`src/rtl/phase_seq_ctrl_if.sv`:
```
// Control/status bundle between the run-phase sequencer and its controller.
// The master side drives the launch/abort/done handshakes; the slave side
// (the sequencer) returns the DUT reset and phase status.
interface phase_seq_ctrl_if;
    logic       start;
    logic       abort;
    logic       cfg_done;
    logic       main_done;
    logic       shut_done;
    logic       dut_rst;
    logic [2:0] phase;
    logic       phase_pulse;
    logic       busy;
    logic       done;
    logic       timeout_err;

    modport master (
        output start, abort, cfg_done, main_done, shut_done,
        input  dut_rst, phase, phase_pulse, busy, done, timeout_err
    );

    modport slave (
        input  start, abort, cfg_done, main_done, shut_done,
        output dut_rst, phase, phase_pulse, busy, done, timeout_err
    );
endinterface

```
`src/rtl/phase_seq_ctrl.sv`:
```
// Run-phase sequencer: holds the DUT in reset for RST_CYCLES, then walks it
// through CONFIG -> MAIN -> SHUTDOWN, each advanced by a done handshake and
// guarded by a TIMEOUT-cycle watchdog. Every output is a flop loaded from
// the next-state decode, so there is no combinational input-to-output path.
module phase_seq_ctrl #(
    parameter int RST_CYCLES = 8,
    parameter int TIMEOUT    = 1024
) (
    input  logic             CLK,
    input  logic             RST,
    phase_seq_ctrl_if.slave  bus
);

    localparam int CW = $clog2(TIMEOUT + RST_CYCLES + 1);
    localparam logic [CW-1:0] CNT_MAX     = '1;
    localparam logic [CW-1:0] CNT_RST_END = CW'(RST_CYCLES - 1);
    localparam logic [CW-1:0] CNT_TO_END  = CW'(TIMEOUT - 1);

    // Encodings double as the externally visible phase code; 6 is unused.
    typedef enum logic [2:0] {
        S_IDLE     = 3'd0,
        S_RESET    = 3'd1,
        S_CONFIG   = 3'd2,
        S_MAIN     = 3'd3,
        S_SHUTDOWN = 3'd4,
        S_DONE     = 3'd5,
        S_ERROR    = 3'd7
    } state_t;

    state_t         r_state;
    state_t         w_next;
    logic [CW-1:0]  r_cnt;
    logic           r_dut_rst;
    logic           r_pulse;
    logic           r_busy;
    logic           r_done;
    logic           r_terr;

    logic           w_rst_end;
    logic           w_to_end;
    logic           w_dut_rst;
    logic           w_busy;
    logic           w_done;
    logic           w_terr;

    assign w_rst_end = (r_cnt == CNT_RST_END);
    assign w_to_end  = (r_cnt == CNT_TO_END);

    // State register.
    always_ff @(posedge CLK or posedge RST) begin
        if (RST) r_state <= S_IDLE;
        else     r_state <= w_next;
    end

    // Next-state decode. Done handshakes are checked ahead of the timeout,
    // so a done arriving on the last allowed cycle still advances normally.
    always_comb begin
        w_next = r_state;
        case (r_state)
            S_IDLE: begin
                if (bus.start) w_next = S_RESET;
            end
            S_RESET: begin
                if (bus.abort)     w_next = S_IDLE;
                else if (w_rst_end) w_next = S_CONFIG;
            end
            S_CONFIG: begin
                if (bus.abort)         w_next = S_SHUTDOWN;
                else if (bus.cfg_done) w_next = S_MAIN;
                else if (w_to_end)     w_next = S_ERROR;
            end
            S_MAIN: begin
                if (bus.main_done || bus.abort) w_next = S_SHUTDOWN;
                else if (w_to_end)              w_next = S_ERROR;
            end
            S_SHUTDOWN: begin
                // abort is deliberately ignored: shutdown is already underway
                if (bus.shut_done)  w_next = S_DONE;
                else if (w_to_end)  w_next = S_ERROR;
            end
            S_DONE, S_ERROR: begin
                if (bus.start) w_next = S_RESET;
            end
            default: w_next = S_IDLE;
        endcase
    end

    // Status decode of the state about to be entered, so the flops below
    // present it in the same cycle the phase code changes.
    always_comb begin
        w_dut_rst = 1'b0;
        w_busy    = 1'b0;
        w_done    = 1'b0;
        w_terr    = 1'b0;
        case (w_next)
            S_IDLE, S_RESET:                     w_dut_rst = 1'b1;
            default:                             w_dut_rst = 1'b0;
        endcase
        case (w_next)
            S_RESET, S_CONFIG, S_MAIN, S_SHUTDOWN: w_busy = 1'b1;
            S_DONE:                                w_done = 1'b1;
            S_ERROR: begin
                w_terr    = 1'b1;
                w_dut_rst = 1'b1;
            end
            default: ;
        endcase
    end

    // Registered status outputs and the phase-entry strobe.
    always_ff @(posedge CLK or posedge RST) begin
        if (RST) begin
            r_dut_rst <= 1'b1;
            r_pulse   <= 1'b0;
            r_busy    <= 1'b0;
            r_done    <= 1'b0;
            r_terr    <= 1'b0;
        end else begin
            r_dut_rst <= w_dut_rst;
            r_pulse   <= (w_next != r_state);
            r_busy    <= w_busy;
            r_done    <= w_done;
            r_terr    <= w_terr;
        end
    end

    // Cycles-in-phase counter: cleared on entry, saturating otherwise.
    always_ff @(posedge CLK or posedge RST) begin
        if (RST)                    r_cnt <= '0;
        else if (w_next != r_state) r_cnt <= '0;
        else if (r_cnt != CNT_MAX)  r_cnt <= r_cnt + CW'(1);
    end

    assign bus.phase       = r_state;
    assign bus.dut_rst     = r_dut_rst;
    assign bus.phase_pulse = r_pulse;
    assign bus.busy        = r_busy;
    assign bus.done        = r_done;
    assign bus.timeout_err = r_terr;

endmodule

```
`src/flat_wrapper.sv`:
```
// flat-port wrapper written by rule: the top's interface ports become plain ports
module phase_seq_ctrl_flat 
#(
    parameter int RST_CYCLES = 8,
    parameter int TIMEOUT    = 1024
)
  (CLK, RST, bus_start, bus_abort, bus_cfg_done, bus_main_done, bus_shut_done, bus_dut_rst, bus_phase, bus_phase_pulse, bus_busy, bus_done, bus_timeout_err);
  phase_seq_ctrl_if bus_i ();
  input  logic CLK;
  input  logic RST;
  input wire logic [$bits(bus_i.start)-1:0] bus_start;
  input wire logic [$bits(bus_i.abort)-1:0] bus_abort;
  input wire logic [$bits(bus_i.cfg_done)-1:0] bus_cfg_done;
  input wire logic [$bits(bus_i.main_done)-1:0] bus_main_done;
  input wire logic [$bits(bus_i.shut_done)-1:0] bus_shut_done;
  output wire logic [$bits(bus_i.dut_rst)-1:0] bus_dut_rst;
  output wire logic [$bits(bus_i.phase)-1:0] bus_phase;
  output wire logic [$bits(bus_i.phase_pulse)-1:0] bus_phase_pulse;
  output wire logic [$bits(bus_i.busy)-1:0] bus_busy;
  output wire logic [$bits(bus_i.done)-1:0] bus_done;
  output wire logic [$bits(bus_i.timeout_err)-1:0] bus_timeout_err;
  assign bus_i.start = bus_start;
  assign bus_i.abort = bus_abort;
  assign bus_i.cfg_done = bus_cfg_done;
  assign bus_i.main_done = bus_main_done;
  assign bus_i.shut_done = bus_shut_done;
  assign bus_dut_rst = bus_i.dut_rst;
  assign bus_phase = bus_i.phase;
  assign bus_phase_pulse = bus_i.phase_pulse;
  assign bus_busy = bus_i.busy;
  assign bus_done = bus_i.done;
  assign bus_timeout_err = bus_i.timeout_err;
  phase_seq_ctrl #(.RST_CYCLES(RST_CYCLES), .TIMEOUT(TIMEOUT)) u_core (.CLK(CLK), .RST(RST), .bus(bus_i));
endmodule
```
`config.mk`:
```
export PLATFORM = sky130hd
export DESIGN_NAME = phase_seq_ctrl_flat
export DESIGN_NICKNAME = d
export VERILOG_FILES = /design/src/rtl/phase_seq_ctrl_if.sv /design/src/rtl/phase_seq_ctrl.sv /design/src/flat_wrapper.sv
export SDC_FILE = /design/constraint.sdc
export NUM_CORES = 1
export LEC_CHECK = 0
export ABC_AREA = 0
export CAP_MARGIN = 20
export CORE_MARGIN = 4
export CORE_UTILIZATION = 53
export CTS_CLUSTER_SIZE = 10
export DETAILED_ROUTE_END_ITERATION = 7
export PLACE_DENSITY = 0.87
export SLEW_MARGIN = 20
export SYNTH_ARGS = -nofsm -noshare
export SYNTH_HDL_FRONTEND = slang
export SYNTH_SLANG_ARGS = --single-unit
```
`constraint.sdc`:
```
create_clock -name CLK -period 2.1 [get_ports CLK]
set_input_delay 0.525 -clock CLK [delete_from_list [all_inputs] [get_ports CLK]]
set_output_delay 0.525 -clock CLK [all_outputs]
set_load 0.02 [all_outputs]
```
Word level (Yosys, flattened, before mapping). Index checks and enable logic that the tools add are counted.

Eq/ne operators: 16. Add/sub/neg operators: 1. Reductions and logical operators: 7. Multiplexer cells: 16.

Operators with widths (number): 3-bit two-way mux (8); 11-bit two-way mux (2); 3-bit == test (second input constant) (6); 3-bit case mux with 5 select lines (1); 3-bit by 2-bit == test with 1-bit output (second input constant) (4); 11-bit by 1-bit adder with 11-bit output (second input constant) (1); 11-bit by 10-bit == test with 1-bit output (second input constant) (1); 11-bit by 3-bit == test with 1-bit output (second input constant) (1); 11-bit inequality test (second input constant) (1); 3-bit by 1-bit == test with 1-bit output (second input constant) (2); 3-bit logical NOT (2); 1-bit two-way mux (5); 4-bit OR reduction (1); 3-bit inequality test (1); 3-bit OR reduction (1); 2-bit nonzero test (1); 2-bit OR reduction (1); 1-bit logical OR (1).

Flip-flop bits (word level): 19. Word-level logic and storage cells: 47. Bits of input ports: 7.

Longest topological paths before layout. Gate-level depths: netlist (run 1).

Word-level depth: 9. Depth in mapped cells: 7.

Worst setup path before layout (run 1). OpenSTA, ideal clock, no wires.

Kind: flip-flop to flip-flop. From: register u_core.r_state[2] (netlist: u_core.bus.phase[2]). To: register u_core.r_cnt[6]. Data arrival time: 1876 ps. Buffers on the path: 0. Cell stages (with the launch flop): 6. Slack: 102 ps. Required time: 1979 ps. Library setup time: 121 ps. Cell sequence: dfrtp_1 or4b_1 a41o_1 o2111ai_2 mux2i_1 and4bb_2.

Cells in the longest elaborated chain, start to end: 6. Elaborated cells between the ends (all ways): 20.

Ends and longest elaborated chain: from (decl) (RTL line phase_seq_ctrl.sv:30) `state_t r_state;`; from (signal assigned) (RTL line phase_seq_ctrl.sv:52) `else r_state <= w_next;`; 3-bit two-way mux (RTL line phase_seq_ctrl.sv:70, phase_seq_ctrl.sv:74, phase_seq_ctrl.sv:79); 3-bit two-way mux (RTL line phase_seq_ctrl.sv:69) `else if (bus.cfg_done) w_next = S_MAIN;`; 3-bit two-way mux (RTL line phase_seq_ctrl.sv:68) `if (bus.abort) w_next = S_SHUTDOWN;`; 3-bit case mux with 5 select lines (RTL line phase_seq_ctrl.sv:59) `case (r_state)`; 3-bit inequality test * (RTL line phase_seq_ctrl.sv:130) `else if (w_next != r_state) r_cnt <= '0;`; 11-bit two-way mux or 2-bit nonzero test (tied branches); to (signal assigned) (RTL line phase_seq_ctrl.sv:131) `else if (r_cnt != CNT_MAX) r_cnt <= r_cnt + CW'(1);`; to (decl) (RTL line phase_seq_ctrl.sv:32) `logic [CW-1:0] r_cnt;`.

Mark *: on every way between the ends. The rest lies on a longest branch, timed or not. A chain may end at the register's enable or synchronous reset.

Final worst setup path (run 1).
From: input bus_cfg_done. To: register u_core.r_busy (netlist: u_core.bus.busy).

Cells in the longest elaborated chain, start to end: 6. Elaborated cells between the ends (all ways): 9.

Ends and longest elaborated chain: from (decl) (RTL line flat_wrapper.sv:13) `input wire logic [$bits(bus_i.cfg_done)-1:0] bus_cfg_done;`; 3-bit two-way mux * (RTL line phase_seq_ctrl.sv:69); 3-bit two-way mux * (RTL line phase_seq_ctrl.sv:68); 3-bit case mux with 5 select lines * (RTL line phase_seq_ctrl.sv:59); 3-bit by 1-bit == test with 1-bit output (tied with other cells) (RTL line phase_seq_ctrl.sv:99) `case (w_next)`; 4-bit OR reduction * (RTL line phase_seq_ctrl.sv:99); 1-bit two-way mux * (RTL line phase_seq_ctrl.sv:99); named net u_core.w_busy (RTL line phase_seq_ctrl.sv:42) `logic w_busy;`; to (signal assigned) (RTL line phase_seq_ctrl.sv:121) `r_busy <= w_busy;`; to (decl) (RTL line phase_seq_ctrl.sv:35) `logic r_busy;`.

Mark *: on every way through the listed nets, which the timed path passes. The rest lies on a longest branch.

==> qor.txt, run 1 <==
run status: complete, no violations
fraction of registers with async set/reset: 1.000
post-synthesis compound-gate area fraction: 0.1654
root buf cell: clkbuf_4
Crit. End Element: flip-flop
# rows: 16
Mapped Area: 0.001120 mm²
# port buffers: 14
WP data required: 2.30 ns
switching power share of the total: 0.3491
sequential share of power: 0.433
Reg-to-Reg Start: u_core.r_cnt[1]$_DFFE_PP0P_
first-pass GRT wire length: 5.009 mm
drt first pass iters: 5
Mapped Avg Cell Area: 9.571 µm²
worst-margin pin slew: 0.3557 ns
crit share post-route: 0.9674
worst-path maximum fanout: 3
Initial Util: 0.5650
fmax: 0.4923 GHz
Netlist cell types: 41
Final min period: 2.031 ns
routed vias/inst: 6.171
Nets: 157
DIE AREA: 0.002912 mm²
CTS sink cnt: 19
Synth Area in Simple Gates: 0.2950
reg2reg path depth: 6
Detail Route Antenna Nets: 0
clock-pin slew on the worst setup and hold paths: 0.12 ns
Synth Area in Adders: 0.01117
P&R area growth vs syn: 30.39%
largest family of logic cells by synthesized area: simple AND/OR/NAND/NOR gates
Synth warnings: 0
later-pin clock latency in the skew report: 0.29 ns
crit path DAT: 2.23 ns
most frequent cells in the layout: 17 x buf_4, 17 x dfrtp_1, 12 x clkdlybuf4s50_1
Setup Skew: 0.002843 ns
Tightest Hold Check Type: in -> async
initial drt markers: 53
Max VDD drop: 0.8110 mV
Clock Power Share: 0.177
initial antenna violation count: 0
core area: 0.001982 mm²
n_diodes: 0
EDFF count, synth: 0
boundary pin count: 15
Slew HR: 0.7610
via count of the first global-routing pass: 1120
P_leak: 0.6248 nW
Final WS setup: 0.06854 ns
synthesized net count: 125
layout filler cell count: 123
post-DP HPWL: 2.166 mm
DP Worst Slack: -0.4619 ns
routed wire length: 3.062 mm
final-report max-slew violation count: 0
flops & latches, synth: 19
fin util: 0.7367
DRC Markers: 0
CTS tree: done
WS Path Type: in -> reg
predominant post-synthesis flop cell: dfrtp_1
Power Internal: 0.6947 mW
global route total overflow: 0
CTS Buf Count: 3
Power Dens Cells: 730.9 mW/mm²
Mapped Cells: 117
Comb power frac: 0.391
XOR/XNOR share of the synthesized area: 0.007821
max-cap violation count: 0
switching pwr: 0.3726 mW
Worst R2R End: u_core.r_cnt[6]$_DFFE_PP0P_
r2r setup slk: 0.11 ns
maximum number of pins on one net before global-route repair: 20
Seq/Total Area, Yosys: 0.4257
Die W: 53.97 µm
Final Hold Viols: 0
crit start category: input port
share of cells above drive strength 1: 0.2568
Setup violations, final: 0
GRT Util Overall: 0.2369
post-CTS setup buffer count: 0
height of the die: 53.97 µm
Via Count: 1080
global placer's final weighted congestion: 0.9939
WL per Instance: 17.50 µm
post-synthesis mux area share: 0.05363
maximum clock insertion buffer count: 2
htree depth: 1
-- worst max-delay path, cell delays in order --
cell             delay, ns
clkdlybuf4s50_1       0.38
nor2b_1               0.14
o21ai_0               0.25
o2111ai_2             0.21
buf_4                 0.19
or3_1                 0.36
o21a_1                0.17
-- cells by family after synthesis --
logic type,after synthesis
fa+ha+maj,1
simple gates,52
mux,6
compound gates,28
buf+inv,10
xor+xnor,1
flops,19
-- synthesized netlist by cell type (2+ instances only) --
| library cell | number | share of area |
|---|---|---|
| nand4_1 | 4 | 0.022 |
| nor2_1 | 10 | 0.034 |
| dfrtp_1 | 18 | 0.40 |
| nand2b_1 | 2 | 0.011 |
| inv_1 | 6 | 0.020 |
| nand2_1 | 7 | 0.023 |
| nor3_1 | 2 | 0.0089 |
| or2_2 | 2 | 0.011 |
| and4bb_2 | 2 | 0.022 |
| a21oi_1 | 7 | 0.031 |
| clkbuf_1 | 2 | 0.0067 |
| mux2i_1 | 6 | 0.054 |
| nor3b_2 | 4 | 0.045 |
| o21ai_0 | 6 | 0.027 |
| o211ai_1 | 2 | 0.013 |
| nor4_1 | 2 | 0.011 |
| a31oi_1 | 4 | 0.022 |
| nand3_1 | 3 | 0.013 |
| a21o_1 | 2 | 0.013 |
| or3_1 | 2 | 0.011 |
| nor2b_1 | 4 | 0.022 |
-- repair_timing --
item                       in CTS  in global routing
setup endpoints to repair      15                 17
resized for setup               4                  6
hold buffers                    0                  0
pin swaps                       0                  2
cloned                          0                  0
-- state kept, by name (all words and copies together), names as in the netlist --
| register | flops |
|---|---|
| u_core.bus.busy | 1 |
| u_core.bus.done | 1 |
| u_core.bus.dut_rst | 1 |
| u_core.bus.phase | 3 |
| u_core.bus.phase_pulse | 1 |
| u_core.bus.timeout_err | 1 |
| u_core.r_cnt | 11 |
-- final cells by class --
type	count	area (µm²)	share of cell area
Clock inverter	1	5.005	0.003428
Timing Repair Buffer	31	269.0	0.1842
Multi-Input combinational cell	88	629.4	0.4310
Inverter	6	22.52	0.01542
Clock buffer	3	22.52	0.01542
Sequential cell	19	478.0	0.3273
Tap cell	27	33.78	0.02314
-- how the worst max path moves through the flow --
stage                                        end                           from  slack (ns)  cells after the start
floorplan            u_core.r_cnt[6]$_DFFE_PP0P_  u_core.bus.phase[2]$_DFF_PP0_        0.10                      5
global placement     u_core.r_cnt[4]$_DFFE_PP0P_                      bus_abort       -0.38                      6
detailed placement   u_core.r_cnt[6]$_DFFE_PP0P_                      bus_abort       -0.46                      6
CTS                                 bus_phase[0]  u_core.bus.phase[0]$_DFF_PP0_        0.05                      2
global route        u_core.bus.dut_rst$_DFF_PP1_    u_core.r_cnt[1]$_DFFE_PP0P_       -0.03                      7
finish                 u_core.bus.busy$_DFF_PP0_                   bus_cfg_done        0.07                      7
-- power by group through the flow --
stage / sequential [mW] / clock [mW] / combinational, mW
2_1_floorplan: 0.483 / 0 / 0.215
3_3_place_gp: 0.458 / 0 / 0.376
6_report: 0.462 / 0.189 / 0.417
5_1_grt: 0.469 / 0.210 / 0.446
4_1_cts: 0.458 / 0.188 / 0.406
3_5_place_dp: 0.464 / 0 / 0.389
-- through the flow --
| stage | cell area (µm²) | hold WS [ns] | total power, mW | cells | TNS (ns) |
|---|---|---|---|---|---|
| floorplan | 1120 | 0.4754 | 0.6984 | 117 | 0 |
| global placement | 1398 | 0.5546 | 0.8343 | 171 | -5.462 |
| detailed placement | 1398 | 0.5647 | 0.8530 | 171 | -6.728 |
| CTS | 1433 | 0.5603 | 1.052 | 175 | 0 |
| global route | 1460 | 0.5634 | 1.125 | 175 | -0.02864 |
| finish | 1460 | 0.5489 | 1.067 | 175 | 0 |
-- per-layer routing --
layer / up-vias / wire, µm / track usage
met1: 519 / 1244 / 0.2716
met2: 50 / 1584 / 0.4315
met3: 8 / 166 / 0.05540
met5: - / 0 / 0
met4: 0 / 67 / 0.06809
li1: 503 / - / -
(Power assumes the default switching activity.)
==> run 2, diff against run 1 <==
--- a/config.mk
+++ b/config.mk
@@ -8,10 +8,11 @@
 export ABC_AREA = 0
 export CAP_MARGIN = 20
 export CORE_MARGIN = 4
-export CORE_UTILIZATION = 53
+export CORE_UTILIZATION = 56
+export CTS_BUF_LIST = sky130_fd_sc_hd__clkbuf_8
 export CTS_CLUSTER_SIZE = 10
 export DETAILED_ROUTE_END_ITERATION = 7
-export PLACE_DENSITY = 0.87
+export PLACE_DENSITY = 0.91
 export SLEW_MARGIN = 20
 export SYNTH_ARGS = -nofsm -noshare
 export SYNTH_HDL_FRONTEND = slang
==> run 2 against run 1 <==
  * Hold slack better by 0.090 ns
  * Critical path depth down 1
  * Maximum frequency down 2.9%
  * Power up 19%
  * Largest power group is now combinational cells
==> qor.txt, run 2 (synthesis results as in run 1) <==
cells along the critical path: nor4_4 -> a41o_1 -> o2111ai_4 -> buf_6 -> or3_4 -> o21a_1 (was clkdlybuf4s50_1 -> nor2b_1 -> o21ai_0 -> o2111ai_2 -> buf_4 -> or3_1 -> o21a_1)
WP data required: 2.24 ns (was 2.30 ns)
DIE AREA: 0.002779 mm² (was 0.002912 mm²)
global route total overflow: 0 (unchanged)
Largest stage delay, worst path: 0.44 ns (was 0.38 ns)
share of cells above drive strength 1: 0.3092 (was 0.2568)
root buf cell: clkbuf_8 (was clkbuf_4)
Crit. End Element: flip-flop (unchanged)
r2r setup slk: 0.008 ns (was 0.11 ns)
max reg flops: 11 (unchanged)
CTS Hold Buffers Added: 0 (unchanged)
DRC Markers: 0 (unchanged)
Final Non-Filler Cells: 177 (was 175)
Max VDD drop: 0.9565 mV (was 0.8110 mV)
clock-pin slew on the worst setup and hold paths: 0.07 ns (was 0.12 ns)
later-pin clock latency in the skew report: 0.26 ns (was 0.29 ns)
Slew HR: 0.7714 (was 0.7610)
crit start category: flip-flop (was input port)
CTS Buf Count: 3 (unchanged)
first-pass GRT wire length: 5.727 mm (was 5.009 mm)
worst-path maximum fanout: 4 (was 3)
Via Count: 1208 (was 1080)
maximum number of pins on one net before global-route repair: 20 (unchanged)
Detail Route Antenna Nets: 0 (unchanged)
final setup TNS: 0 ns (unchanged)
P_leak: 0.6513 nW (was 0.6248 nW)
drt first pass iters: 4 (was 5)
crit-path leading delay family: simple AND/OR/NAND/NOR gates (was compound AO/OA/AOI/OAI gates)
fmax: 0.4780 GHz (was 0.4923 GHz)
final-report max-slew violation count: 0 (unchanged)
core area: 0.001802 mm² (was 0.001982 mm²)
crit share post-route: 0.9961 (was 0.9674)
routed wire length: 4.077 mm (was 3.062 mm)
run status: complete, no violations (unchanged)
P&R area growth vs syn: 38.66% (was 30.39%)
Initial Util: 0.6215 (was 0.5650)
Nets: 161 (was 157)
area of placed instances: 0.001395 mm² (was 0.001398 mm²)
initial antenna violation count: 0 (unchanged)
crit path DAT: 2.24 ns (was 2.23 ns)
via count of the first global-routing pass: 1160 (was 1120)
boundary pin count: 15 (unchanged)
Hold Slack: 0.6385 ns (was 0.5489 ns)
WL per Instance: 23.03 µm (was 17.50 µm)
CTS sink cnt: 19 (unchanged)
WS Path Type: reg -> reg (was in -> reg)
height of the die: 52.72 µm (was 53.97 µm)
DP Worst Slack: -0.4411 ns (was -0.4619 ns)
Setup Skew: 0.001645 ns (was 0.002843 ns)
unrepaired setup endpoints after global routing: yes
Die W: 52.72 µm (was 53.97 µm)
initial drt markers: 95 (was 53)
global placer's final weighted congestion: 0.8989 (was 0.9939)
# rows: 15 (was 16)
total power: 1.266 mW (was 1.067 mW)
Final Hold Viols: 0 (unchanged)
CTS tree: done (unchanged)
GRT Util Overall: 0.2891 (was 0.2369)
Top reg by flops: u_core.r_cnt (unchanged)
Final WS setup: 0.008131 ns (was 0.06854 ns)
max-cap violation count: 0 (unchanged)
# port buffers: 14 (unchanged)
placed cells: 169 (was 171)
most frequent cells in the layout: 19 x buf_4, 16 x dfrtp_1, 12 x clkdlybuf4s50_1 (was 17 x buf_4, 17 x dfrtp_1, 12 x clkdlybuf4s50_1)
most common cell after layout, fill and taps aside: buf_4
htree depth: 1 (unchanged)
Buf/Inv on CP: 1 (was 2)
routed vias/inst: 6.825 (was 6.171)
Final min period: 2.092 ns (was 2.031 ns)
design area: 0.001553 mm² (was 0.001460 mm²)
Setup violations, final: 0 (unchanged)
maximum clock insertion buffer count: 2 (unchanged)
worst-margin pin slew: 0.3429 ns (was 0.3557 ns)
post-DP HPWL: 2.250 mm (was 2.166 mm)
n_diodes: 0 (unchanged)
Power Dens Cells: 815.3 mW/mm² (was 730.9 mW/mm²)
fin util: 0.8618 (was 0.7367)
Tightest Hold Check Type: in -> async (unchanged)
slowest cell on the critical path: dfrtp_2 (was clkdlybuf4s50_1)
[run 2: cell types whose count changed in the layout (fill, tap and decap cells not counted), sizes merged]
cell          delta
clkinv           -1
buf              +5
dlymetal6s2s     -1
inv              +1
[run 2: final cells by class]
class | instances | area [µm²]
Sequential cell | 19 | 479.2
Fill cell | 80 | 249.0
Clock buffer | 3 | 41.29
Tap cell | 25 | 31.28
Clock inverter | 1 | 3.754
Inverter | 6 | 22.52
Multi-Input combinational cell | 88 | 675.6
Timing Repair Buffer | 35 | 299.0
[run 2: final timing paths]
| kind | start | to | cells past startpoint |
|---|---|---|---|
| max in group asynchronous | RST | u_core.bus.dut_rst$_DFF_PP1_ | 3 |
| min reg2reg | u_core.r_cnt[1]$_DFFE_PP0P_ | u_core.r_cnt[1]$_DFFE_PP0P_ | 2 |
| min | RST | u_core.r_cnt[0]$_DFFE_PP0P_ | 3 |
| max | u_core.r_cnt[7]$_DFFE_PP0P_ | u_core.bus.busy$_DFF_PP0_ | 6 |
| max reg2reg | u_core.r_cnt[7]$_DFFE_PP0P_ | u_core.bus.busy$_DFF_PP0_ | 6 |
| min in group CLK | u_core.r_cnt[1]$_DFFE_PP0P_ | u_core.r_cnt[1]$_DFFE_PP0P_ | 2 |
[run 2: timing repair]
action,CTS,global route
pin swaps,3,6
setup endpoints to repair,16,15
resized for setup,12,13
buffers inserted,0,3
cloned,1,0
[run 2: routing by layer]
metal	wire length, µm	part of all wire	global-route usage	up-vias
li1	-	-	-	500
met1	1480	0.36	0.3533	582
met2	2005	0.49	0.4835	112
met3	460	0.11	0.05698	14
met4	131	0.032	0.1362	0
met5	0	0	0	-
[run 2: worst register-to-register path: cells and delay by family (launching register included)]
kind                   cells  cell delay, ns
AND/OR/NAND/NOR            2            0.69
AO/OA/AOI/OAI              3            0.67
flip-flops                 1            0.44
buffers and inverters      1            0.17
[run 2: report_power, final]
part	leakage, nW	switching [mW]	internal [mW]	total [mW]
combinational	0.374	0.281	0.274	0.555
sequential	0.250	0.0452	0.416	0.462
clock	0.0269	0.119	0.130	0.250
==> run 3, diff against run 2 <==
--- a/config.mk
+++ b/config.mk
@@ -17,3 +17,4 @@
 export SYNTH_ARGS = -nofsm -noshare
 export SYNTH_HDL_FRONTEND = slang
 export SYNTH_SLANG_ARGS = --single-unit
+export TNS_END_PERCENT = 30
==> results of run 3 <==
Same layout as run 2: the final DEF is identical, and so are final timing and power.
